==> src/rtl/clk_div_ctrl.sv <==
// clk_div_ctrl: ratio-update controller for the integer clock divider.
// New ratios arrive over a valid/ready handshake. Each real change is applied
// just after a falling edge of the fed-back divided clock while the divider is
// gated, so the divided clock never produces a runt pulse.
module clk_div_ctrl #(
    parameter logic [31:0] RESET_RATIO    = 32'd1,
    parameter int unsigned SETTLE_CYCLES  = 2,     // 1..255
    parameter int unsigned TIMEOUT_CYCLES = 1024   // 2..65535
) (
    input  logic        i_ref_clk,
    input  logic        i_rst_n,
    input  logic        i_en_req,
    input  logic        i_cfg_valid,
    input  logic [31:0] i_cfg_ratio,
    output logic        o_cfg_ready,
    input  logic        i_div_clk,
    output logic [31:0] o_div_ratio,
    output logic        o_clk_en,
    output logic        o_done,
    output logic        o_cfg_err,
    output logic        o_timeout
);

    localparam logic [7:0]  SETTLE_INIT = 8'(SETTLE_CYCLES);
    localparam logic [15:0] WAIT_LAST   = 16'(TIMEOUT_CYCLES - 1);

    typedef enum logic [1:0] {
        IDLE,
        WAIT_EDGE,
        GATE,
        SETTLE
    } state_t;

    state_t      state_reg, state_next;
    logic [31:0] ratio_reg, ratio_next;
    logic [31:0] pending_reg, pending_next;
    logic [15:0] wait_cnt_reg, wait_cnt_next;
    logic [7:0]  settle_cnt_reg, settle_cnt_next;
    logic        gate_reg, gate_next;
    logic        prev_reg;
    logic        done_reg, done_next;
    logic        err_reg, err_next;
    logic        timeout_reg, timeout_next;

    logic        fall_edge;
    logic        accept;
    logic [15:0] wait_inc;

    // Divided clock is a registered output of the divider, so a one-cycle
    // history is enough to see its falling edge.
    assign fall_edge = prev_reg & ~i_div_clk;
    assign accept    = i_cfg_valid && (state_reg == IDLE);
    // Saturating increment of the edge-wait counter.
    assign wait_inc  = (wait_cnt_reg == 16'hFFFF) ? wait_cnt_reg : wait_cnt_reg + 16'd1;

    // Next-state and next-register logic for the update sequence.
    always_comb begin
        state_next      = state_reg;
        ratio_next      = ratio_reg;
        pending_next    = pending_reg;
        wait_cnt_next   = wait_cnt_reg;
        settle_cnt_next = settle_cnt_reg;
        gate_next       = gate_reg;
        done_next       = 1'b0;
        err_next        = 1'b0;
        timeout_next    = 1'b0;

        case (state_reg)
            IDLE: begin
                if (accept) begin
                    if (i_cfg_ratio == 32'd0) begin
                        err_next = 1'b1;
                    end else if (i_cfg_ratio == ratio_reg) begin
                        // Same ratio: nothing to switch, acknowledge at once.
                        done_next = 1'b1;
                    end else begin
                        pending_next  = i_cfg_ratio;
                        wait_cnt_next = 16'd0;
                        if (ratio_reg == 32'd1) begin
                            // Bypass output has no samplable edge; gate now.
                            state_next = GATE;
                            gate_next  = 1'b1;
                        end else begin
                            state_next = WAIT_EDGE;
                        end
                    end
                end
            end
            WAIT_EDGE: begin
                wait_cnt_next = wait_inc;
                if (fall_edge) begin
                    state_next = GATE;
                    gate_next  = 1'b1;
                end else if (wait_inc >= WAIT_LAST) begin
                    state_next   = GATE;
                    gate_next    = 1'b1;
                    timeout_next = 1'b1;
                end
            end
            GATE: begin
                ratio_next      = pending_reg;
                settle_cnt_next = SETTLE_INIT;
                state_next      = SETTLE;
            end
            SETTLE: begin
                if (settle_cnt_reg <= 8'd1) begin
                    settle_cnt_next = 8'd0;
                    gate_next       = 1'b0;
                    done_next       = 1'b1;
                    state_next      = IDLE;
                end else begin
                    settle_cnt_next = settle_cnt_reg - 8'd1;
                end
            end
            default: begin
                state_next = IDLE;
                gate_next  = 1'b0;
            end
        endcase
    end

    // State and datapath registers with asynchronous active-low reset.
    always_ff @(posedge i_ref_clk or negedge i_rst_n) begin
        if (!i_rst_n) begin
            state_reg      <= IDLE;
            ratio_reg      <= RESET_RATIO;
            pending_reg    <= 32'd0;
            wait_cnt_reg   <= 16'd0;
            settle_cnt_reg <= 8'd0;
            gate_reg       <= 1'b0;
            prev_reg       <= 1'b0;
            done_reg       <= 1'b0;
            err_reg        <= 1'b0;
            timeout_reg    <= 1'b0;
        end else begin
            state_reg      <= state_next;
            ratio_reg      <= ratio_next;
            pending_reg    <= pending_next;
            wait_cnt_reg   <= wait_cnt_next;
            settle_cnt_reg <= settle_cnt_next;
            gate_reg       <= gate_next;
            prev_reg       <= i_div_clk;
            done_reg       <= done_next;
            err_reg        <= err_next;
            timeout_reg    <= timeout_next;
        end
    end

    assign o_cfg_ready = (state_reg == IDLE);
    assign o_div_ratio = ratio_reg;
    assign o_clk_en    = i_en_req & ~gate_reg;
    assign o_done      = done_reg;
    assign o_cfg_err   = err_reg;
    assign o_timeout   = timeout_reg;

endmodule

==> config.mk <==
export PLATFORM = sky130hd
export DESIGN_NAME = clk_div_ctrl
export DESIGN_NICKNAME = d
export VERILOG_FILES = /design/src/rtl/clk_div_ctrl.sv
export SDC_FILE = /design/constraint.sdc
export NUM_CORES = 1
export LEC_CHECK = 0
export CORE_MARGIN = 1
export CORE_UTILIZATION = 49
export CTS_CLUSTER_SIZE = 8
export DETAILED_ROUTE_END_ITERATION = 10
export PLACE_DENSITY_LB_ADDON = 0.3
export SETUP_SLACK_MARGIN = 0.3
export SYNTH_ARGS = -nofsm -noshare
export SYNTH_HDL_FRONTEND = slang
export SYNTH_SLANG_ARGS = --single-unit
==> constraint.sdc <==
create_clock -name i_ref_clk -period 2.5 [get_ports i_ref_clk]
set_clock_uncertainty 0.1 [all_clocks]
set_input_delay 0.5 -clock i_ref_clk [delete_from_list [all_inputs] [get_ports i_ref_clk]]
set_output_delay 0.5 -clock i_ref_clk [all_outputs]
set_load 0.05 [all_outputs]
---- After elaboration in Yosys (flattened, before gate mapping) ----
Index checks and enable logic that the tools add are counted.
word-level totals
  flip-flop bits (word level) ............. 95
  output and inout bits ................... 37
operators by class
  add/subtract/negate cells ............... 2
  $lt $le $gt $ge ......................... 2
  equality and inequality tests ........... 12
  multiplexer cells ....................... 34
  bitwise operators ....................... 6
  reduce and logical (&&, ||, !) cells .... 10
operators by type and width
  kind                                                            number
  two-way mux 16 bit                                              4
  equality test 32 x 1 -> 1 bit, second input constant            1
  equality test 32 bit                                            1
  logical NOT 32 bit                                              1
  one-hot mux 16 bit (2 select lines)                             1
  two-way mux 1 bit                                               17
  adder 16 x 1 -> 16 bit, second input constant                   1
  equality test 16 bit, second input constant                     1
  >= comparator 16 x 10 -> 1 bit, second input constant           1
  one-hot mux 8 bit (2 select lines)                              1
  two-way mux 2 bit                                               7
  less-or-equal comparator 8 x 1 -> 1 bit, second input constant  1
  two-way mux 8 bit                                               1
  one-hot mux 2 bit (4 select lines)                              1
  AND reduction 4 bit                                             2
  subtractor 8 x 1 -> 8 bit, second input constant                1
  AND reduction 7 bit                                             1
  inequality test 2 bit, second input constant                    3
  AND reduction 5 bit                                             1
  equality test 2 bit, second input constant                      2
  inequality test 2 x 1 -> 1 bit, second input constant           2
  NOT 1 bit                                                       4
  nonzero test 2 bit                                              2
  inequality test 3 bit, second input constant                    1
  other kinds (7)                                                 8

---- Depth between registers and ports, before layout ----
  depth after elaboration ................. 6
  gate-level depth with buffers ........... 8
  gate-level depth less buffers ........... 8

---- Worst setup path after synthesis ----
Ideal clock, no wire load.
  path kind ............................... register -> register
  start point ............................. reg state_reg[0]
  end point ............................... reg pending_reg[10]
  setup time .............................. 0.125 ns
  data arrival time ....................... 2.529 ns
  data required time ...................... 2.275 ns
  path slack .............................. -0.253 ns
  stages on the path, launching flop included .. 8
  path buffers ............................ 2
  path through ............................ dfrtp_1 -> inv_1 -> ha_1 -> buf_2 -> nand2_1 -> a211oi_1 -> clkbuf_1 -> mux2_2
on the way
  word-level cells in the longest chain between the ends .. 3
RTL lines
  element                            line  text
  from (decl)                        34    state_t state_reg, state_next;
  from (signal assigned)             136   state_reg <= state_next;
  logical NOT 2 bit (*)              --
  net o_cfg_ready                    15    output logic o_cfg_ready,
  logical AND 1 bit                  52    assign accept = i_cfg_valid && (state_reg == IDLE);
  AND reduction 4 bit (no line) (*)  --
  to (signal assigned)               138   pending_reg <= pending_next;
  to (decl)                          36    logic [31:0] pending_reg, pending_next;
The timed path passes the listed nets; every way through them passes the cells marked *.
A chain may end at the register's enable or synchronous reset.

---- Final worst setup path ----
  start point ............................. reg wait_cnt_reg[0]
  end point ............................... reg state_reg[0]
on the way
  word-level cells in the longest chain between the ends .. 5
  elaborated cells between the ends (all ways) .. 6
RTL lines
  element                                                         line  text
  from (decl)                                                     37    logic [15:0] wait_cnt_reg, wait_cnt_next;
  from (signal assigned)                                          139   wait_cnt_reg <= wait_cnt_next;
  adder 16 x 1 -> 16 bit or equality test 16 bit (tied branches)  54    assign wait_inc = (wait_cnt_reg == 16'hFFFF) ? wait_cnt_reg : wait_cnt_reg + 16'd1;
  two-way mux 16 bit (*)                                          54
  >= comparator 16 x 10 -> 1 bit (*)                              94    end else if (wait_inc >= WAIT_LAST) begin
  inequality test 3 bit (no line) (*)                             --
  AND reduction 5 bit (no line) (*)                               --
Every way passes the cells marked *; elsewhere a longest branch is shown, timed or not.

==> results.env <==
IO_BUFFER_COUNT=73
P_SW_SHARE_PCT=43.77
SYNTH_FLOP_CELL='dfrtp_1'
SYNTHESIS.AREA_SQ_MM=0.004768
INTPOWER_mW=5.014
SYNTH_TOP_CELL_BY_AREA='dfrtp_1'
POWER_DENSITY_mW_PER_MM2=1276
CRIT_BUF_INV=1
AREA_OF_THE_PLACEABLE_CORE_SQ_MM=0.009328
CTS-ROOT-BUF='clkbuf_8'
GRT_USAGE_PCT=27.61
SYN-MEAN-INSTANCE-AREA_SQ_UM=11.14
DRIVE_GT1_SHARE_PCT=41.92
CRIT_TYPE='register to register'
POSTROUTEANTENNANETS=0
SETUP.WORST_PATH.END_CLASS='register'
UNREPAIRED_SETUP_ENDPOINTS_AFTER_GLOBAL_ROUTING='yes'
INITIAL_ANTENNA_VIOLATION_COUNT=0
DETAILEDPLACE.WORSTSLACK_NS=-0.3931
SYNTH.AREA.TOP_CELLS='dfrtp_1 (49%), mux2_2 (15%), xnor2_1 (6.2%)'
AREA_DELTA_SYNTH_FINAL_PCT=46.58
CRITICAL-PATH-MAX-STAGE-DELAY_NS=0.45
YOSYSWARNINGCOUNT=0
TIMING.FINAL.HOLD_VIOLATIONS=0
POST-ROUTE-WORST-SETUP-SLACK_NS=-0.1356
TIMING.CRITICAL_PATH.MAX_DELAY_FAMILY='simple AND/OR/NAND/NOR gates'
HOLD_PATH_CLASS='input port to asynchronous set/reset pin'
CLOCK-SINKS=95
GP_ROUTABILITY_CONGESTION=0.9326
CRIT_PATH_CELL_TRACE='buf_4 -> nand4_1 -> nor4_1 -> xnor2_1 -> o211ai_1 -> nor4_4 -> nor3b_2 -> mux2_4'
NUMBER_OF_SETUP_VIOLATIONS_IN_THE_FINAL_REPORT=3
VDD_IR_MAX_uV=803.8
GRT_OVERFLOW=0
TIMING.SLEW.HEADROOM_PCT=65.51
CRITPATHSLOWESTCELL='nor4_1'
P_LEAK_nW=3.029
FINISH.UTILIZATION_PCT=74.93
SYNTH-EDFF-COUNT=0
DRT-INITIAL-DRC-COUNT=203
WORSTPATHARRIVAL_NS=2.80
CRITICAL_PATH_STARTPOINT_CATEGORY='register'
FINAL_NETS=602
FLOORPLAN.INITIALDENSITY_PCT=51.12
IO-PIN-COUNT=74
FIRST_GLOBAL_VIAS=4105
CLOCK_TREE.HTREE_LEVEL_COUNT=3
DETAILEDPLACEMENTHPWL_UM=8820
SYNTH-SEQ-AREA-SHARE_PCT=49.88
ASYNC_FLOP_SHARE_PCT=100.0
FINALWORSTPATHREQUIREDPERIOD_NS=2.636
CLOCK_POWER_SHARE_PCT=11.9
CAP_VIOLATIONS=0
GRT_FIRST_PASS_WIRELENGTH_UM=21110
LAYOUT_WORST_PATH_CYCLE_SHARE_PCT=105.4
YOSYS.CELL_TYPES.COUNT=52
DIE-AREA_SQ_MM=0.01013
DIE_W_UM=100.6
MAX_SLEW.WORST_PIN.SLEW_NS=0.5174
CP_DATA_REQUIRED_TIME_NS=2.66
SYNTHESIS.NETS=472
CTS-BUFFERS-INSERTED=9
ROWS=35
CRIT-REG2REG-CAPTURE='state_reg[0]'
PIN_COUNT_OF_THE_BIGGEST_NET_ENTERING_GLOBAL_ROUTING=96
NETLIST_INSTANCES=428
OUTCOME='complete, but fails checks'
DIE_H_UM=100.6
SYNTH_TOP_CELLS_BY_COUNT='dfrtp_1 (94), mux2_2 (64), xnor2_1 (34)'
POWER.COMBINATIONAL.FRACTION_PCT=55.6
SYNTH_MOST_COMMON_CELL='dfrtp_1'
WIRE_LENGTH_PER_CELL_AFTER_DETAILED_ROUTING_UM=20.41
TRITONCTS_CLOCK_TREE='built'
YS_FF_LATCH=95
SW_PWR_mW=3.903
YOSYSTOPAREACELLSHARE_PCT=49.33
R2R.WORST_PATH.CELLS=8
WORSTSETUPPATHDEPTH=8
CLOCKBUFFERDEPTH=2
WORST_SKEW_PAIR.LATE_LATENCY_NS=0.37
REGTOREGSETUPSLACK_NS=-0.14
VIOLATED_CHECKS='negative setup slack'
ROUTE.DETAILED.DRC=0
WL_UM=14130
RR_STARTPOINT='wait_cnt_reg[0]'
NUM_VIAS=4076
ACHIEVABLE_FREQUENCY_MHz=379.4
WORST-PATH-MAX-FANOUT=6
DIODE_INSERTION_COUNT_FOR_ANTENNA_REPAIR=0
SEQ_POWER_SHARE_PCT=32.5
FIRSTDRTPASSITERS=4
FINAL-MAX-SLEW-VIOLATION-COUNT=0
CLKSLEWWORSTSETUPHOLDPATHS_NS=0.10
VIAS_PER_CELL=5.890
==> per-stage QoR <==
stage | area, sq um | setup TNS (ns) | instances | hold slack [ns] | total power, mW
global route | 6989 | -0.4035 | 692 | 0.08347 | 9.305
detailed placement | 6097 | -15.61 | 662 | 0.3632 | 7.058
finish | 6989 | -0.2755 | 692 | 0.05032 | 8.917
global placement | 6097 | -11.44 | 662 | 0.3631 | 6.916
CTS | 6668 | -0.2609 | 687 | 0.08986 | 8.519
floorplan | 4878 | -0.03701 | 428 | 0.1044 | 5.582
==> cells in the final DEF (no fill, tap or decap), types with 9 or more instances in the layout <==
master / netlist / final
nand4_1: 17 / 17
dfrtp_2: 0 / 28
mux2_2: 64 / 32
dlygate4sd2_1: 0 / 53
dfrtp_1: 94 / 66
clkbuf_8: 0 / 10
nor2_1: 21 / 19
inv_1: 12 / 11
xnor2_2: 0 / 14
buf_4: 0 / 49
o21ai_0: 25 / 21
nand3_1: 9 / 9
xnor2_1: 34 / 19
nand2_1: 21 / 21
nor4_1: 20 / 11
mux2_4: 0 / 33
buf_6: 0 / 9
==> area by class of cell <==
type                    instances  area (sq um)
multi-input cells             304          2854
flip-flops and latches         95          2414
fillers                       589          2338
repair buffers                136          1306
well taps                     129         161.4
clock buffers                  11         141.4
clock inverters                 5         65.06
inverters                      12         47.55
==> cell families after synthesis <==
| group | synth area share [%] |
|---|---|
| adder cells (fa/ha/maj) | 1.837 |
| AO/OA/AOI/OAI | 10.15 |
| XOR/XNOR | 6.245 |
| AND/OR/NAND/NOR | 13.70 |
| flip-flops | 49.88 |
| multiplexers | 15.77 |
| buffers and inverters | 2.414 |
==> layer usage <==
metal / part of all wire, % / up-vias / track usage (%)
met5: 0 / - / 0
li1: - / 1854 / -
met3: 3.9 / 35 / 3.953
met4: 3.3 / 0 / 14.60
met1: 43 / 2058 / 34.86
met2: 50 / 129 / 46.21
==> power by group through the flow <==
stage	clock (mW)	sequential [mW]	combinational, mW
2_1_floorplan	0	3.64	1.94
3_3_place_gp	0	2.79	4.12
3_5_place_dp	0	2.83	4.22
4_1_cts	1.08	2.85	4.59
5_1_grt	1.13	2.98	5.20
6_report	1.06	2.90	4.96
==> repair_timing <==
item / 4_1_cts / 5_1_grt
gates cloned: 1 / 3
pin swaps: 22 / 30
gates resized for setup: 125 / 51
setup endpoints to repair: 70 / 61
hold buffers: 0 / 0
buffers inserted: 8 / 2
==> worst max-delay path by stage <==
stage                     from               end  slack [ns]
6_report       wait_cnt_reg[0]      state_reg[0]       -0.14
5_1_grt        wait_cnt_reg[0]      state_reg[0]       -0.16
4_1_cts        wait_cnt_reg[0]      state_reg[0]       -0.12
3_5_place_dp   i_cfg_ratio[10]      state_reg[0]       -0.39
3_3_place_gp   i_cfg_ratio[27]  wait_cnt_reg[14]       -0.30
2_1_floorplan  wait_cnt_reg[0]      state_reg[0]       -0.04
Note: power is estimated with default switching activity, not from simulation.
==> variant 1: new RTL, same flow settings <==
The 4 states of `state_t` get a Gray code encoding in 2 bits.
--- a/src/rtl/clk_div_ctrl.sv
+++ b/src/rtl/clk_div_ctrl.sv
@@ -25,10 +25,10 @@
     localparam logic [15:0] WAIT_LAST   = 16'(TIMEOUT_CYCLES - 1);
 
     typedef enum logic [1:0] {
-        IDLE,
-        WAIT_EDGE,
-        GATE,
-        SETTLE
+        IDLE      = 2'b00,
+        WAIT_EDGE = 2'b01,
+        GATE      = 2'b11,
+        SETTLE    = 2'b10
     } state_t;
 
     state_t      state_reg, state_next;
Formal check against the unedited RTL: no difference found for any inputs over 10 cycles, from zero or initial values and one cycle with i_rst_n low; not proved beyond that.
==> variant 1 against the unedited design <==
- die area is 1.1% higher
- power is 6.7% lower
- sequential power is 3% higher
- critical path depth is 1 higher
- cell count is 5.5% lower
- largest cell class unchanged
- maximum frequency is 12% higher
- sequential cell count stayed put
- synthesized area is 1.1% higher
- setup slack better by 290 ps
- design area is 6.0% lower
- via count is 5.8% lower
- routed wire length is 7.5% lower
==> variant 1: results (changes against the unedited design) <==
metric,value,unit,change
crit_slowest_cell,dlygate4sd2_1,,
synth_cell_type_count,54,,+3.8%
clk_latency,350,ps,-20 ps
cp.required,2640,ps,-20 ps
place_congestion,0.920,,-1.4%
hold-worst-slack,29.8,ps,-20.5 ps
p_leak,2.94,nW,-3.0%
grt_usage,25.4,%,-2.2 points
finalSetupViolCount,0,,-3
vias,3838,,-5.8%
netlist_top_cells_area,"dfrtp_1 (49%), mux2_2 (10%), mux2_4 (6.9%)",,
grt_first_pass_wirelength,19600,microns,-7.1%
grtUsageMet3,5.45,%,+1.5 points
wl_met1,5330,microns,-11%
p_clk,1.25,mW,+18%
status,"finished, final reports clean",,
grtUsageMet2,43.4,%,-2.8 points
synth_commonest_cells,"dfrtp_1 (94), mux2_2 (43), xnor2_1 (32), nand2_1 (23), nor2_1 (23)",,
synth_compound_area_share,9.16,%,-0.99 points
nets,560,,-7.0%
max_slew_margin,62.7,%,-2.9 points
synthMuxAreaShare,17.5,%,+1.7 points
syn-num-nets,455,,-3.6%
synthAdderAreaFrac,0.779,%,-1.1 points
synth-xor-area-share,6.36,%,+0.11 points
place_inst,623,,-5.9%
comb-power,4.09,mW,-18%
met2_length,6800,microns,-4.1%
critPathTopFamily,buffers and inverters,,
yosysSeqAreaShare,49.3,%,-0.54 points
rrSetupSlack,170,ps,+310 ps
place_ws,-375,ps,+17.7 ps
placedInstanceArea,0.00586,sq mm,-4.0%
drt_iter0_drc,221,,+8.9%
hpwl,8390,microns,-4.9%
ys.flop_type,dfrtp_1,,
r2r-start,o_div_ratio[13],,
peakVddDrop,0.877,mV,+9.0%
power.internal,4.83,mW,-3.7%
viasPerCell,5.87,,-0.37%
variant 1: changes by cell type after synthesis, moves of 4 or more:
| cell | delta |
|---|---|
| mux2_4 | +22 |
| ha_1 | -4 |
| a21oi_1 | -6 |
| clkbuf_1 | -4 |
| mux2_2 | -21 |
variant 1: metrics by stage:
step | setup TNS (ps) | power, mW
global route | 0 | 8.70
global placement | -13100 | 6.64
detailed placement | -14730 | 6.73
CTS | 0 | 8.08
finish | 0 | 8.32
floorplan | 0 | 5.47
variant 1: worst register-to-register path, cell delays in order (launching register included):
cell and delay (ps):
dfrtp_1 450, xnor2_2 250, nand4_1 180, nor4_4 380
a2111oi_4 130, buf_4 190, buf_6 110, buf_8 130
mux2_4 300
variant 1: cell type report:
cell class              count  area [sq um]
clock buffers              13           159
repair buffers            112          1100
fillers                   701          2800
multi-input cells         291          2610
well taps                 129           161
flip-flops and latches     95          2410
inverters                  11          41.3
clock inverters             3          90.1
==> variant 2: new RTL, config.mk and constraints unchanged <==
Made on the original files. The parameter `TIMEOUT_CYCLES` goes from 1024 to 768.
--- a/src/rtl/clk_div_ctrl.sv
+++ b/src/rtl/clk_div_ctrl.sv
@@ -5,7 +5,7 @@
 module clk_div_ctrl #(
     parameter logic [31:0] RESET_RATIO    = 32'd1,
     parameter int unsigned SETTLE_CYCLES  = 2,     // 1..255
-    parameter int unsigned TIMEOUT_CYCLES = 1024   // 2..65535
+    parameter int unsigned TIMEOUT_CYCLES = 768   // 2..65535
 ) (
     input  logic        i_ref_clk,
     input  logic        i_rst_n,
Formal check against the unedited RTL: same outputs for any inputs over 10 cycles, from zero or initial values and one cycle with i_rst_n low; that may be too few to reach the edited logic, so the function may still have changed.
==> variant 2 against the unedited design <==
- setup slack improved by 150 ps
- power rose by 1.6%
- hold slack improved by 340 ps
- synthesized area rose by 2.5%
- design area rose by 4.1%
- routed wire length fell by 1.3%
- sequential cell count did not move
- critical path type unchanged
- highest routed layer unchanged
==> variant 2: results (changes against the unedited design) <==
metric,value,unit,change
syn-num-nets,485,,+2.8%
comb-power,4.95,mW,about the same
met2_length,7030,microns,-0.89%
place_ws,-365,ps,+27.9 ps
nFillCells,637,,+8.1%
drt_iter0_drc,186,,-8.4%
netlist_top_cells_area,"dfrtp_1 (48%), mux2_2 (15%), xnor2_1 (6.6%)",,
tns,0,ps,+276 ps
cts_setup_buffers,12,,+4
yosysSeqAreaShare,48.6,%,-1.2 points
status,"finished, final reports clean",,
crit_start,wait_cnt_reg[1],,
grtUsageMet3,4.31,%,+0.36 points
cts_resized,116,,-7.2%
ctsHoldBuffers,1,,+1
fmax,402,MHz,+5.9%
crit_path_max_fanout,7,,+1
critPathMaxStageDelay,560,ps,+110 ps
worst-endpoint-arrival,2650,ps,-150 ps
synthCells,441,,+3.0%
grt_max_degree,48,,-50%
pwr-share-comb,54.7,%,-0.9 points
clockPowerShare,13.5,%,+1.6 points
place_inst,686,,+3.6%
firstDrtPassIters,5,,+1
grt_first_pass_wirelength,21200,microns,+0.42%
sw_frac_of_total,43.0,%,-0.81 points
p_leak,3.17,nW,+4.6%
antenna_found_initial,1,,+1
layout-drive-gt1-share,46.2,%,+4.2 points
==> variant 2: changes by cell type after synthesis, moves of 3 or more <==
cell      delta
a21oi_1     +12
nand3_1      +5
nand2b_1     +3
o21ai_0      -3
nor4_1       -3
xnor2_1      +3
==> variant 2: cells by family after synthesis <==
family | after synthesis | synth area share [%]
xor gates and xnor gates | 37 | 6.63
adders and majority gates | 7 | 1.79
and+or+nand+nor | 124 | 14.5
buffers and inverters | 32 | 2.76
DFF | 95 | 48.6
AOI/OAI and AO/OA | 77 | 9.78
muxes | 69 | 15.9
==> variant 2: worst max-delay path, delay by kind of cell, from the launching register on <==
kind	cells	cell delay, ps
AO/OA/AOI/OAI	2	300
adder cells (fa/ha/maj)	1	190
buffers and inverters	2	260
flip-flops	1	470
multiplexers	1	330
AND/OR/NAND/NOR	3	730
==> variant 2: cell type report <==
type	instances	area [sq um]	share of cell area [%]
diodes	1	2.50	0.0344
clock buffers	9	124	1.70
clock inverters	7	121	1.67
inverters	13	48.8	0.671
multi-input cells	314	2870	39.4
flip-flops and latches	95	2410	33.2
well taps	133	166	2.29
repair buffers	160	1530	21.0
==> variant 2: worst min-delay path by stage <==
stage / from / to / slack [ps] / cells past startpoint
4_1_cts: settle_cnt_reg[4] / settle_cnt_reg[4] / 400 / 1
2_1_floorplan: i_rst_n / gate_reg / 100 / 0
5_1_grt: settle_cnt_reg[4] / settle_cnt_reg[4] / 400 / 1
3_3_place_gp: i_rst_n / prev_reg / 340 / 1
6_report: settle_cnt_reg[4] / settle_cnt_reg[4] / 390 / 1
3_5_place_dp: i_rst_n / gate_reg / 350 / 1
